===== src/rtl/instr_prefetch_pkg.sv =====
// Shared definitions for the instruction prefetch unit.
//   PF_WORD_SIZE / PF_ADDR_SIZE : default instruction word and word-address widths
//   pf_state_t                  : fetch FSM state encoding
package instr_prefetch_pkg;

    localparam int PF_WORD_SIZE = 16;
    localparam int PF_ADDR_SIZE = 16;

    typedef enum logic [1:0] {
        PF_IDLE    = 2'd0,
        PF_WAIT    = 2'd1,
        PF_DISCARD = 2'd2
    } pf_state_t;

endpackage


===== src/rtl/instr_prefetch_fetch_fifo.sv =====
// fetch_fifo: DEPTH-entry register FIFO holding {instruction, pc} pairs.
// The head entry is read straight from the storage registers.
// Ports:
//   clk, rst        clock, asynchronous active-high reset
//   flush           synchronous clear; wins over push/pop
//   push, push_data write one entry
//   pop             advance the head (ignored when empty)
//   head_data       current head entry
//   count           number of valid entries (0..DEPTH)
//   empty           count == 0
module fetch_fifo #(
    parameter int WIDTH = 32,
    parameter int DEPTH = 4
) (
    input  logic                       clk,
    input  logic                       rst,
    input  logic                       flush,
    input  logic                       push,
    input  logic [WIDTH-1:0]           push_data,
    input  logic                       pop,
    output logic [WIDTH-1:0]           head_data,
    output logic [$clog2(DEPTH):0]     count,
    output logic                       empty
);

    localparam int AW = $clog2(DEPTH);
    localparam int CW = AW + 1;

    logic [WIDTH-1:0] mem [DEPTH];
    logic [AW-1:0]    wr_ptr;
    logic [AW-1:0]    rd_ptr;
    logic             full;
    logic             push_ok;
    logic             pop_ok;

    assign full  = (count == CW'(DEPTH));
    assign empty = (count == '0);

    assign pop_ok = pop && !empty;
    // A push into a full queue is accepted only when the head leaves on the same edge.
    assign push_ok = push && (!full || pop_ok);

    assign head_data = mem[rd_ptr];

    always_ff @(posedge clk or posedge rst) begin
        if (rst) begin
            wr_ptr <= '0;
            rd_ptr <= '0;
            count  <= '0;
            for (int i = 0; i < DEPTH; i++) begin
                mem[i] <= '0;
            end
        end else if (flush) begin
            wr_ptr <= '0;
            rd_ptr <= '0;
            count  <= '0;
        end else begin
            if (push_ok) begin
                mem[wr_ptr] <= push_data;
                wr_ptr      <= wr_ptr + AW'(1);
            end
            if (pop_ok) begin
                rd_ptr <= rd_ptr + AW'(1);
            end
            count <= count + CW'(push_ok) - CW'(pop_ok);
        end
    end

endmodule


===== src/rtl/instr_prefetch.sv =====
// instr_prefetch: instruction fetch unit with a DEPTH-entry prefetch queue.
// Streams sequential words from the fetch pc into the queue and hands them to
// decode over a valid/ready handshake. A redirect flushes the queue and drops
// any memory response still in flight.
// Optional feature macro: PREFETCH_STATS_EN adds fetch_count / flush_count.
// Ports:
//   clk, reset          clock, asynchronous active-high reset
//   mem_req, mem_addr   memory read request, held until mem_ack
//   mem_ack, mem_rdata  memory response
//   instr_valid, instr, instr_pc, instr_ready   queue head to decode
//   redirect, redirect_pc                       flush and restart fetch
//   fetch_count, flush_count                    (PREFETCH_STATS_EN only)
//
// state      | meaning
// PF_IDLE    | no request outstanding; issue when the queue has room
// PF_WAIT    | request outstanding, response will be enqueued
// PF_DISCARD | request outstanding after a redirect, response will be dropped
module instr_prefetch
    import instr_prefetch_pkg::*;
#(
    parameter int          WORD_SIZE = PF_WORD_SIZE,
    parameter int          ADDR_SIZE = PF_ADDR_SIZE,
    parameter int          DEPTH     = 4,
    parameter int unsigned RESET_PC  = 0
) (
    input  logic                 clk,
    input  logic                 reset,
    output logic                 mem_req,
    output logic [ADDR_SIZE-1:0] mem_addr,
    input  logic                 mem_ack,
    input  logic [WORD_SIZE-1:0] mem_rdata,
    output logic                 instr_valid,
    output logic [WORD_SIZE-1:0] instr,
    output logic [ADDR_SIZE-1:0] instr_pc,
    input  logic                 instr_ready,
    input  logic                 redirect,
    input  logic [ADDR_SIZE-1:0] redirect_pc
`ifdef PREFETCH_STATS_EN
    ,
    output logic [31:0]          fetch_count,
    output logic [15:0]          flush_count
`endif
);

    localparam int CW = $clog2(DEPTH) + 1;
    localparam int FW = WORD_SIZE + ADDR_SIZE;

    pf_state_t            state, state_nxt;
    logic [ADDR_SIZE-1:0] pc, pc_nxt;
    logic [ADDR_SIZE-1:0] target, target_nxt;
    logic                 mem_req_nxt;
    logic [ADDR_SIZE-1:0] mem_addr_nxt;

    logic [CW-1:0]        count;
    logic [CW-1:0]        count_after;
    logic                 fifo_empty;
    logic [FW-1:0]        head_data;
    logic                 enq;
    logic                 deq;

    assign instr_valid = !fifo_empty;
    assign instr       = head_data[FW-1 -: WORD_SIZE];
    assign instr_pc    = head_data[ADDR_SIZE-1:0];

    // Redirect drops both a concurrent dequeue and a concurrent response.
    assign deq = instr_valid && instr_ready && !redirect;
    assign enq = (state == PF_WAIT) && mem_ack && !redirect;

    assign count_after = count + CW'(enq) - CW'(deq);

    fetch_fifo #(
        .WIDTH (FW),
        .DEPTH (DEPTH)
    ) u_fifo (
        .clk       (clk),
        .rst       (reset),
        .flush     (redirect),
        .push      (enq),
        .push_data ({mem_rdata, mem_addr}),
        .pop       (deq),
        .head_data (head_data),
        .count     (count),
        .empty     (fifo_empty)
    );

    always_comb begin
        state_nxt    = state;
        pc_nxt       = pc;
        target_nxt   = target;
        mem_req_nxt  = mem_req;
        mem_addr_nxt = mem_addr;

        if (redirect) begin
            if (state == PF_IDLE || mem_ack) begin
                // Nothing left in flight after this edge: restart immediately.
                state_nxt    = PF_WAIT;
                mem_req_nxt  = 1'b1;
                mem_addr_nxt = redirect_pc;
                pc_nxt       = redirect_pc;
            end else begin
                // Old request must complete on its original address first.
                state_nxt  = PF_DISCARD;
                target_nxt = redirect_pc;
            end
        end else begin
            case (state)
                PF_IDLE: begin
                    if (count < CW'(DEPTH)) begin
                        state_nxt    = PF_WAIT;
                        mem_req_nxt  = 1'b1;
                        mem_addr_nxt = pc;
                    end
                end
                PF_WAIT: begin
                    if (mem_ack) begin
                        pc_nxt = pc + ADDR_SIZE'(1);
                        if (count_after < CW'(DEPTH)) begin
                            mem_addr_nxt = pc + ADDR_SIZE'(1);
                        end else begin
                            mem_req_nxt = 1'b0;
                            state_nxt   = PF_IDLE;
                        end
                    end
                end
                PF_DISCARD: begin
                    if (mem_ack) begin
                        pc_nxt      = target;
                        mem_req_nxt = 1'b0;
                        state_nxt   = PF_IDLE;
                    end
                end
                default: begin
                    state_nxt   = PF_IDLE;
                    mem_req_nxt = 1'b0;
                end
            endcase
        end
    end

    always_ff @(posedge clk or posedge reset) begin
        if (reset) begin
            state    <= PF_IDLE;
            pc       <= ADDR_SIZE'(RESET_PC);
            target   <= '0;
            mem_req  <= 1'b0;
            mem_addr <= '0;
        end else begin
            state    <= state_nxt;
            pc       <= pc_nxt;
            target   <= target_nxt;
            mem_req  <= mem_req_nxt;
            mem_addr <= mem_addr_nxt;
        end
    end

`ifdef PREFETCH_STATS_EN
    always_ff @(posedge clk or posedge reset) begin
        if (reset) begin
            fetch_count <= '0;
            flush_count <= '0;
        end else begin
            if (enq) begin
                fetch_count <= fetch_count + 32'd1;
            end
            if (redirect) begin
                flush_count <= flush_count + 16'd1;
            end
        end
    end
`endif

endmodule

===== config.mk =====
export PLATFORM = sky130hd
export DESIGN_NAME = instr_prefetch
export DESIGN_NICKNAME = d
export VERILOG_FILES = /design/src/rtl/instr_prefetch_pkg.sv /design/src/rtl/instr_prefetch_fetch_fifo.sv /design/src/rtl/instr_prefetch.sv
export SDC_FILE = /design/constraint.sdc
export NUM_CORES = 1
export LEC_CHECK = 0
export CORE_UTILIZATION = 40
export CTS_CLUSTER_SIZE = 24
export DETAILED_ROUTE_END_ITERATION = 10
export GPL_ROUTABILITY_DRIVEN = 1
export PLACE_DENSITY_LB_ADDON = 0.15
export SLEW_MARGIN = 20
export SYNTH_ARGS = -nofsm -noshare
export SYNTH_HDL_FRONTEND = slang
export SYNTH_HIERARCHICAL = 1
export SYNTH_SLANG_ARGS = --single-unit
export TNS_END_PERCENT = 5

===== constraint.sdc =====
create_clock -name clk -period 4.95 [get_ports clk]
set_input_delay 0.99 -clock clk [delete_from_list [all_inputs] [get_ports clk]]
set_output_delay 0.99 -clock clk [all_outputs]
set_load 0.1 [all_outputs]

* After elaboration in Yosys (flattened, before gate mapping) *
Index checks and enable logic that the tools add are counted.

cells by class
  $add $sub $neg = 7
  reductions and logical operators = 24
  equal/unequal tests = 9
  muxes and demuxes = 35
  bitwise logic cells = 4
  magnitude comparators = 5

operators by type and width
  operator                 count
  $bwmux W128              1
  $mux W16                 8
  $mux W32                 3
  $bmux W32 S2             1
  $demux W32 S2            1
  $pmux W16 S2             2
  $mux W2                  10
  $add A16 B1 Y16 const B  1
  $reduce_and A5 Y1        2
  $ne A3 B3 Y1 const B     3
  $reduce_and A4 Y1        2
  $logic_and A1 B1 Y1      7
  $add A3 B1 Y3            2
  $ge A3 B3 Y1 const B     2
  $lt A3 B3 Y1 const B     2
  $mux W1                  6
  $ne A3 B2 Y1 const B     2
  $not A2 Y3               2
  $pmux W2 S3              1
  $reduce_bool A3 Y1       2
  $sub A3 B1 Y3            2
  $add A2 B1 Y2 const B    2
  $reduce_and A2 Y1        2
  $reduce_bool A2 Y1       2
  other kinds (12)         16

storage, ports and cells
  word-level logic and storage cells = 96
  input port bits = 37
  flip-flop bits (word level) = 186
  output and inout bits = 50

* Depth between registers and ports, before layout *
Gate-level depths: netlist of run 1.

  depth after elaboration = 10
  gate-level depth with buffers = 15

* Modules after synthesis *
The synthesis of run 1 kept the hierarchy.

modules (own cells, without submodules)
  module          area an instance (sq um)  instances  cells an instance  sequential area each (sq um)
  fetch_fifo      5980.7                    1          360                3378.2
  instr_prefetch  3179.3                    1          330                1276.2

* Worst setup path before layout of run 1 *
Ideal clock, no wire load.

  path type = in2reg
  from = input redirect
  to = register mem_addr[2]
  path slack = 0.971 ns
  data arrival time = 3.850 ns
  stages on the path = 12
  path through = buf_2 buf_2 buf_1 nor3b_1 ha_1 inv_1 ha_1 and3b_1 o2111a_1 o31ai_4 buf_4 mux2_1

between the ends
  elaborated cells between the ends (all ways) = 13
  classes of those cells = add/sub (2); order compare (1); eq/ne (4); mux (1); reduce/logical (5)

RTL lines
  item                         line                   text
  from (decl)                  instr_prefetch.sv:36   input logic redirect,
  $logic_not A1 Y1             instr_prefetch.sv:66   assign deq = instr_valid && instr_ready && !redirect;
  $logic_and A1 B1 Y1          instr_prefetch.sv:66
  via deq                      instr_prefetch.sv:59   logic deq;
  $sub A3 B1 Y3                instr_prefetch.sv:69   assign count_after = count + CW'(enq) - CW'(deq);
  $lt A3 B3 Y1                 instr_prefetch.sv:117  if (count_after < CW'(DEPTH)) begin
  $ne A3 B2 Y1 (no line)       -
  $reduce_and A5 Y1 (no line)  -
  to (signal assigned)         instr_prefetch.sv:152  mem_addr <= mem_addr_nxt;
  to (decl)                    instr_prefetch.sv:29   output logic [ADDR_SIZE-1:0] mem_addr,

The timed path passes the listed nets, and every way through them passes these cells.
A chain may end at the register's enable or synchronous reset.

* Final worst setup path of run 1 *
  from = input instr_ready
  to = register mem_addr[12]

between the ends
  cells in the longest elaborated chain, start to end = 6

ends and longest elaborated chain
  item                              line                   text
  from (decl)                       instr_prefetch.sv:35   input logic instr_ready,
  $logic_and A1 B1 Y1 (2 in a row)  instr_prefetch.sv:66
  via deq                           instr_prefetch.sv:59
  $sub A3 B1 Y3                     instr_prefetch.sv:69
  $lt A3 B3 Y1                      instr_prefetch.sv:117
  $ne A3 B2 Y1 (no line)            -
  $reduce_and A5 Y1 (no line)       -

The timed path passes the listed nets, and every way through them passes these cells.

==> results of run 1 <==
==> power groups by stage <==
stage               clock, mW  combinational, mW  sequential (mW)
detailed placement          0               3.19             2.42
global route             1.44               3.33             2.47
finish                   1.34               3.17             2.39
global placement            0               3.13             2.38
floorplan                   0               2.13             2.73
CTS                      1.37               3.20             2.39
==> layer usage <==
metal	global-route usage [%]	wire length, µm
met1	23.9	8980
met2	31.4	10300
met3	3.66	873
met4	5.68	185
met5	0	0
==> state kept, by name, indices dropped and copies added, names as in the netlist <==
register       flops
mem_addr          16
mem_req            1
pc                16
state              2
target            16
u_fifo/count       3
u_fifo/mem       128
u_fifo/rd_ptr      2
u_fifo/wr_ptr      2
==> layout make-up <==
cell class / instances / share of cell area, %
inverter: 20 / 0.722
timing repair buffer: 96 / 8.03
tap: 285 / 3.32
clock inverter: 10 / 1.12
sequential: 186 / 43.3
multi-input combinational: 435 / 39.3
clock buffer: 19 / 4.21
==> placed cells by master (no fill, tap or decap), types with 4 or more instances in the layout <==
master | netlist | layout
buf_4 | 7 | 41
clkbuf_16 | 0 | 17
ha_1 | 9 | 9
a21oi_1 | 12 | 12
clkdlybuf4s50_1 | 0 | 53
o21ai_0 | 28 | 28
nor2b_1 | 6 | 6
mux2_1 | 66 | 66
nand3_1 | 4 | 4
a221oi_1 | 4 | 4
mux2_2 | 87 | 87
dfrtp_1 | 186 | 185
inv_1 | 20 | 18
mux4_2 | 32 | 32
xnor2_1 | 10 | 10
and2_1 | 6 | 6
o31ai_1 | 4 | 4
nor3_1 | 9 | 9
nand2_1 | 34 | 34
nor2_1 | 39 | 39
nand2b_1 | 5 | 5
xor2_1 | 14 | 14
mux2i_1 | 5 | 5
nor4_2 | 4 | 4
==> critical path: stages <==
cell             delay, ns
clkdlybuf4s50_1       0.45
nor3b_1               0.56
ha_1                  0.26
inv_1                 0.04
ha_1                  0.26
and3b_1               0.23
o2111a_1              0.28
o31ai_4               0.59
mux2_2                0.40
==> cells by family after synthesis <==
group / after synthesis
muxes: 190
DFF: 186
and+or+nand+nor: 131
AOI/OAI and AO/OA: 80
buffers and inverters: 69
xor gates and xnor gates: 24
adders and majority gates: 10
==> worst min path at each step <==
stage / from / end / slack, ns / cells after the start
2_1_floorplan: u_fifo/mem[51]$_DFFE_PP0P_ / u_fifo/mem[51]$_DFFE_PP0P_ / 0.45 / 1
3_3_place_gp: u_fifo/mem[78]$_DFFE_PP0P_ / u_fifo/mem[78]$_DFFE_PP0P_ / 0.46 / 1
3_5_place_dp: u_fifo/mem[67]$_DFFE_PP0P_ / u_fifo/mem[67]$_DFFE_PP0P_ / 0.47 / 1
4_1_cts: u_fifo/mem[96]$_DFFE_PP0P_ / u_fifo/mem[96]$_DFFE_PP0P_ / 0.49 / 1
5_1_grt: u_fifo/mem[52]$_DFFE_PP0P_ / u_fifo/mem[52]$_DFFE_PP0P_ / 0.50 / 1
6_report: u_fifo/mem[70]$_DFFE_PP0P_ / u_fifo/mem[70]$_DFFE_PP0P_ / 0.48 / 1
==> stage by stage <==
step                total power [mW]  hold WS, ns
floorplan                       4.86        0.452
global placement                5.51        0.462
detailed placement              5.61        0.474
CTS                             6.96        0.489
global route                    7.25        0.498
finish                          6.90        0.484
==> results.py, run 1 <==
metrics = {
    "run_status": {
        "status": "finished, violations left",
        "violations": "DRC",
    },
    "logic_synthesis": {
        "synth_top_family_by_area": "multiplexers",
        "synth_edf_count": 0,
        "synth_xor_area_share_pct": 2.29,
        "ys_seq_area_share_pct": 50.8,
        "synth.cell_area_um2": 9160,
        "synthCells": 690,
        "yosysUniqueCellTypes": 66,
        "synth.area.mux_share_pct": 27.2,
        "synth-simple-area-share_pct": 8.35,
        "netlist_top_cells_count": "dfrtp_1, mux2_2, mux2_1, nor2_1, nand2_1",
        "avgSynthCellArea_um2": 13.3,
        "yosys.area.top_type_share_pct": 50.8,
        "yosys.area_share.adder_pct": 1.45,
        "synth_compound_area_share_pct": 6.32,
        "synth_area_leaders": "dfrtp_1, mux2_2, mux2_1, mux4_2, nor2_1",
        "synth_ff_type": "dfrtp_1",
        "synth.most_common_cell": "dfrtp_1",
        "async_reset_ff_share_pct": 100,
        "yosys_register_bits": 186,
        "ys.warnings.count": 6,
        "synth.net_count": 737,
        "synth_top_area_cell": "dfrtp_1",
    },
    "final_layout": {
        "instances_no_fill": 1051,
        "nets": 803,
        "insertedDiodeCount": 0,
        "syn_to_final_growth_pct": 17.3,
        "final_util_pct": 47.6,
        "n_fill_cell": 2004,
        "fin_area_um2": 10700,
        "ff_latch_area_um2": 4660,
        "drive_above_1_share_pct": 28.3,
        "multi_input_area_um2": 4220,
    },
    "cts": {
        "cts_root_buf": "clkbuf_16",
        "clock_latency_ns": 0.42,
        "cts_buffer_depth": 2,
        "cts_tree": "yes",
        "hold_buffers": 0,
        "cts_sinks": 186,
        "clkTransAtPathRegs_ns": 0.07,
        "cts_made_buffers": 17,
        "htree_levels": 4,
        "cts_setup_buffers": 0,
        "cts-resized-gates": 0,
    },
    "pwr": {
        "ir_worst_vdd_v": 0.000240,
        "power_switching_mw": 3.22,
        "comb_power_share_pct": 45.9,
        "powerDensity_nw_per_um2": 642,
        "swShare_pct": 46.7,
        "clkPwrFrac_pct": 19.4,
        "power_frac_seq_pct": 34.7,
        "p_leak_nw": 4.78,
        "p_int_mw": 3.67,
    },
    "global_route": {
        "antenna_found_initial": 0,
        "grt_pass1_vias": 6268,
        "grt_max_degree": 69,
        "grt_pass1_wl_mm": 33.8,
        "grt_remaining_overflow": 0,
        "track_usage_pct": 18.5,
    },
    "setup_path": {
        "crit_path_max_fanout": 15,
        "r2r_slack_ns": 1.21,
        "crit_type": "primary input to flip-flop",
        "endpoint": "mem_addr[12]$_DFFE_PP0P_",
        "required_ns": 5.25,
        "rr_worst_depth": 10,
        "worstSetupEndpointType": "flip-flop",
        "startpoint": "instr_ready",
        "start_kind": "primary input",
        "r2r-start": "state[0]$_DFFE_PP0P_",
        "r2r-end": "mem_addr[12]$_DFFE_PP0P_",
        "crit_arrival_ns": 4.07,
    },
    "min_path": {
        "hold_path_class": "flip-flop to flip-flop",
    },
    "die": {
        "die_x_um": 153,
        "io_pins": 87,
        "die_area_um2": 23500,
        "core_area_um2": 22600,
        "num_rows": 55,
        "die_h_um": 153,
        "initial_core_util_pct": 40.6,
    },
    "sta": {
        "fmax_mhz": 265,
        "hold_viol": 0,
        "slew_violations": 0,
        "fin_tns_setup_ns": 0,
        "setup_viol": 0,
        "maxSlewHeadroom_pct": 29.7,
        "worst_pin_slew_ns": 1.05,
        "period_share_pct": 76.2,
        "skew_ns": 0.0103,
        "rsz0062_at_grt": "no",
        "setup_ws_ns": 1.18,
        "fin_crit_ns": 3.77,
    },
    "detailed_routing": {
        "detailroute.via_count": 5706,
        "drtPass1Iterations": 7,
        "wire_per_inst_um": 19.3,
        "ant_nets": 0,
        "drc": 2,
        "vias_per_cell": 5.43,
        "drt_iter0_markers": 375,
        "routed_wl_mm": 20.3,
    },
    "place": {
        "dpl_worst_slack_ns": 0.702,
        "detailed_place_hpwl_mm": 13.3,
        "dp.cells": 1022,
        "port_buffers": 86,
        "place_area_um2": 10200,
        "gp_congestion": 0.791,
    },
    "job": {
        "drv_cap": 0,
    },
}
Power figures use the tool's default switching activity.
==> run 2: changes to the inputs <==
Clock period 4.95 ns to 3.6 ns, I/O delays scaled along.
==> run 2 against run 1 <==
The run now ends clean. Combinational power grew 56%. Critical path depth grew 2. Utilization grew 2.7 points. Clock skew shrank 0.0023 ns. Power grew 48%. Register-to-register slack lost 0.59 ns. Die area is the same. Sequential power grew 37%. Clock power grew 45%. Sequential cell count is the same. Highest routed layer unchanged. Via count grew 1.8%. Cell count grew 1.6%.
==> results.py, run 2 (synthesis gave the netlist of run 1 again) <==
metrics = {
    "detailed_routing": {
        "drc": 0,
        "detailroute.via_count": 5809,
        "drtPass1Iterations": 5,
        "wire_per_inst_um": 18.9,
        "vias_per_cell": 5.44,
        "ant_nets": 0,
        "routed_wl_mm": 20.2,
        "drt_iter0_markers": 347,
    },
    "die": {
        "core_area_um2": 22600,
        "die_x_um": 153,
        "io_pins": 87,
        "die_area_um2": 23500,
        "num_rows": 55,
        "initial_core_util_pct": 40.6,
        "die_h_um": 153,
    },
    "pwr": {
        "p_int_mw": 5.63,
        "powerDensity_nw_per_um2": 897,
        "power_frac_seq_pct": 32.2,
        "comb_power_share_pct": 48.7,
        "swShare_pct": 44.7,
        "ir_worst_vdd_v": 0.000454,
        "p_leak_nw": 5.04,
        "clkPwrFrac_pct": 19.1,
        "power.total_mw": 10.2,
        "power_switching_mw": 4.55,
    },
    "setup_path": {
        "crit_arrival_ns": 3.29,
        "r2r_slack_ns": 0.62,
        "crit_type": "flip-flop to flip-flop",
        "worstSetupEndpointType": "flip-flop",
        "required_ns": 3.91,
        "start_kind": "flip-flop",
        "crit_path_max_fanout": 25,
    },
    "cts": {
        "clkTransAtPathRegs_ns": 0.07,
        "cts_root_buf": "clkbuf_16",
        "htree_levels": 4,
        "cts-resized-gates": 0,
        "clock_latency_ns": 0.43,
        "cts_setup_buffers": 0,
        "cts_sinks": 186,
        "cts_buffer_depth": 2,
        "cts_tree": "yes",
        "hold_buffers": 0,
        "cts_made_buffers": 17,
    },
    "sta": {
        "setup_ws_ns": 0.616,
        "fin_crit_ns": 2.98,
        "slew_violations": 0,
        "fmax_mhz": 335,
        "worst_pin_slew_ns": 1.04,
        "rsz0062_at_grt": "no",
        "fin_tns_setup_ns": 0,
        "setup_viol": 0,
        "skew_ns": 0.00801,
        "period_share_pct": 82.9,
        "hold_viol": 0,
        "whs_ns": 0.484,
        "maxSlewHeadroom_pct": 30.4,
    },
    "final_layout": {
        "syn_to_final_growth_pct": 23.9,
        "insertedDiodeCount": 0,
        "regMostFlops": "u_fifo/mem",
        "nets": 817,
        "largest_reg_flops": 128,
        "drive_above_1_share_pct": 31.9,
        "final_common_cell": "dfrtp_1",
        "final_util_pct": 50.3,
        "mostFrequentLayoutCells": "dfrtp_1, mux2_2, mux2_1",
    },
    "place": {
        "gp_congestion": 0.811,
        "detailed_place_hpwl_mm": 13.6,
        "dpl_worst_slack_ns": -0.0935,
        "port_buffers": 86,
    },
    "global_route": {
        "grt_remaining_overflow": 0,
        "grt_pass1_wl_mm": 33.5,
        "grt_max_degree": 69,
        "antenna_found_initial": 0,
        "grt_pass1_vias": 6202,
        "track_usage_pct": 18.4,
    },
    "job": {
        "drv_cap": 0,
    },
    "min_path": {
        "hold_path_class": "flip-flop to flip-flop",
    },
    "run_status": {
        "status": "complete, no violations",
    },
}
==> run 2: changes by cell type in the layout (fill, tap and decap cells not counted), sizes merged <==
cell           before  now
clkinvlp            2    3
inv                22   20
bufinv              2    3
clkdlybuf4s50      53   36
buf                43   74
clkbuf             19   20
clkinv              4    6
==> run 2: final timing paths <==
| kind | start | to | depth (start not counted) |
|---|---|---|---|
| max | state[1]$_DFFE_PP0P_ | mem_addr[10]$_DFFE_PP0P_ | 11 |
| min | u_fifo/mem[101]$_DFFE_PP0P_ | u_fifo/mem[101]$_DFFE_PP0P_ | 1 |
| max reg2reg | state[1]$_DFFE_PP0P_ | mem_addr[10]$_DFFE_PP0P_ | 11 |
| min reg2reg | u_fifo/mem[101]$_DFFE_PP0P_ | u_fifo/mem[101]$_DFFE_PP0P_ | 1 |
| max in group asynchronous | reset | u_fifo/mem[41]$_DFFE_PP0P_ | 3 |
| min in group asynchronous | reset | mem_addr[8]$_DFFE_PP0P_ | 2 |
==> run 2: metal layers <==
layer	GRT usage, %	vias to the layer above	share of wire (%)
met3	3.60	25	3.8
met5	0	-	0
met1	24.6	2984	46
met2	30.0	130	49
met4	6.25	0	1.6
li1	-	2670	-
==> run 2: worst max-delay path: stages (launching register included) <==
cell,delay (ns)
dfrtp_1,0.53
nand2b_1,0.25
nor2_1,0.20
nand2_1,0.11
ha_1,0.20
inv_1,0.05
ha_1,0.21
and3b_1,0.22
o2111a_1,0.28
o31ai_4,0.27
buf_12,0.20
mux2_2,0.34
==> run 2: power groups by stage <==
| stage | registers [mW] | logic, mW | clock network, mW |
|---|---|---|---|
| 3_3_place_gp | 3.26 | 4.90 | 0 |
| 3_5_place_dp | 3.32 | 4.98 | 0 |
| 2_1_floorplan | 3.75 | 2.93 | 0 |
| 6_report | 3.28 | 4.95 | 1.94 |
| 4_1_cts | 3.28 | 4.99 | 2.01 |
| 5_1_grt | 3.39 | 5.17 | 2.09 |
==> run 2: through the flow <==
step,area [µm²],cells
5_1_grt,11400,1068
6_report,11400,1068
4_1_cts,11300,1066
3_5_place_dp,10700,1034
2_1_floorplan,9160,690
3_3_place_gp,10700,1034
==> run 2: area by class of cell <==
type                       count  area, µm²
fill                        1905      11200
sequential                   186       4660
multi-input combinational    435       4220
timing repair buffer         110       1410
clock buffer                  20        457
tap                          285        357
clock inverter                12        166
inverter                      20       78.8
==> patch: new RTL, settings of run 1 <==
Change the package constant `PF_ADDR_SIZE` from 16 to 8.
--- a/src/rtl/instr_prefetch_pkg.sv
+++ b/src/rtl/instr_prefetch_pkg.sv
@@ -4,7 +4,7 @@
 package instr_prefetch_pkg;
 
     localparam int PF_WORD_SIZE = 16;
-    localparam int PF_ADDR_SIZE = 16;
+    localparam int PF_ADDR_SIZE = 8;
 
     typedef enum logic [1:0] {
         PF_IDLE    = 2'd0,
Interface: changed (resized instr_pc, mem_addr and redirect_pc); port bits go from 87 to 63. The function was not compared with the original's and may differ.
==> patch against run 1 <==
Largest power group unchanged; critical endpoint is now instr[4]; wire length decreased by 34%; die area down 28%; cell area shrank 25%; sequential cell count shrank 56; utilization grew 2.6 points; critical path type is now register to primary output; first-iteration DRC count is 46% lower; fmax is 7.6% lower; synthesized area fell by 29%; total power fell by 31%; worst setup slack lost 310 ps; combinational power fell by 39%.
==> patch: results (changes against run 1) <==
| Metric | Value |
|---|---|
| Post-Syn Nets | `511 (-31%)` |
| Max FFs per register | `96 (-25%)` |
| Max_slew headroom | `32.33% (+2.6 points)` |
| Switching fraction of total power | `41.00% (-5.7 points)` |
| Sequential-to-total area share from yosys stat | `49.69% (-1.1 points)` |
| Routed vias/inst | `5.140 (-5.3%)` |
| Routability congestion estimate | `0.8035 (+1.6%)` |
| Mapped Cells | `472 (-32%)` |
| Vias in the first global route | `4145 (-34%)` |
| Port bufs | `62 (-28%)` |
| Critical path's largest stage delay | `1140 ps (+550 ps)` |
| Wire length on met1 | `6592 µm (-27%)` |
| Largest net degree at the start of global routing | `75 (+8.7%)` |
| Drt wl/cell | `17.64 µm (-8.7%)` |
| Clk power | `0.00131 W` |
| M3 GR Usage | `4.715% (+1.1 points)` |
| CP top delay family | `buffers and inverters` |
| Via count | `3922 (-31%)` |
| DR iter-0 viols | `204 (-46%)` |
| Clock Skews | `6.384 ps (-3.927 ps)` |
| Pleak | `3.509 nW (-27%)` |
| Worst-path fanout max | `18 (+3)` |
| Met3 WL | `429 µm (-51%)` |
| Final setup TNS | `0 ps (unchanged)` |
| Placed Cells | `731 (-28%)` |
| Pwr Density | `596.6 nW/µm² (-7.0%)` |
| Area after DPL | `7390 µm² (-27%)` |
| Share of post-route cells with drive strength above 1 | `35.65% (+7.3 points)` |
| Combinational cell power | `0.00194 W (-39%)` |
| Peak supply drop | `337.4 µV (+40%)` |
| Fillers | `1393 (-30%)` |
| Layout Nets | `573 (-29%)` |
| First-pass GRT wire length | `22360 µm (-34%)` |
| Synth area leaders | `dfrtp_1 (50%), mux2_2 (11%), mux2_4 (11%), mux4_2 (8.3%), ha_1 (1.7%)` |
| Status | `finished clean` |
| M1 GR Usage | `24.42% (+0.56 points)` |
| Setup WS pre-CTS | `889.0 ps (+187.4 ps)` |
| Post-CTS Resized | `0 (unchanged)` |
| Met2 WL post-DR | `6298 µm (-39%)` |
| Distinct cells, synth | `48 (-27%)` |
-- patch: changes by cell type in the layout (fill, tap and decap cells not counted), moves of 5 or more --
cell,before,now
nand2_1,34,27
mux2_2,87,66
mux4_2,32,24
mux2_1,66,0
o21ai_0,28,17
mux2i_1,5,0
xor2_1,14,7
dfrtp_1,185,129
mux2_4,0,48
clkdlybuf4s50_1,53,58
nor2_1,39,25
buf_4,41,11
-- patch: layout make-up --
| class | instances | area, µm² | area share (%) |
|---|---|---|---|
| Sequential cell | 130 | 3254 | 40.63 |
| Multi-Input combinational cell | 297 | 3095 | 38.65 |
| Timing Repair Buffer | 71 | 703.2 | 8.780 |
| Clock buffer | 19 | 432.9 | 5.405 |
| Tap cell | 216 | 270.3 | 3.374 |
| Clock inverter | 13 | 186.4 | 2.328 |
| Inverter | 17 | 66.31 | 0.8280 |
-- patch: kinds of logic (layout without fill, tap and decap cells) --
group                    Yosys count  after routing  share of synthesized area, %
flip-flops                       130            130                         49.69
multiplexers                     138            138                         30.62
AND/OR/NAND/NOR                   89             89                         6.957
AO/OA/AOI/OAI                     46             46                         5.027
buffers and inverters             45            120                         3.804
adder cells (fa/ha/maj)           10             10                         2.026
XOR/XNOR                          14             14                         1.873
-- patch: final timing paths --
kind | startpoint | end | slack, ps | cells after the start
worst max-delay path | u_fifo/rd_ptr[1] | instr[4] | 870 | 3
worst min-delay path | u_fifo/mem[27] | u_fifo/mem[27] | 500 | 1
worst max register to register | u_fifo/count[1] | u_fifo/count[2] | 1560 | 15
worst min register to register | u_fifo/mem[27] | u_fifo/mem[27] | 500 | 1
max in group asynchronous | reset | u_fifo/rd_ptr[1] | 2820 | 3
min in group asynchronous | reset | target[3] | 1090 | 2
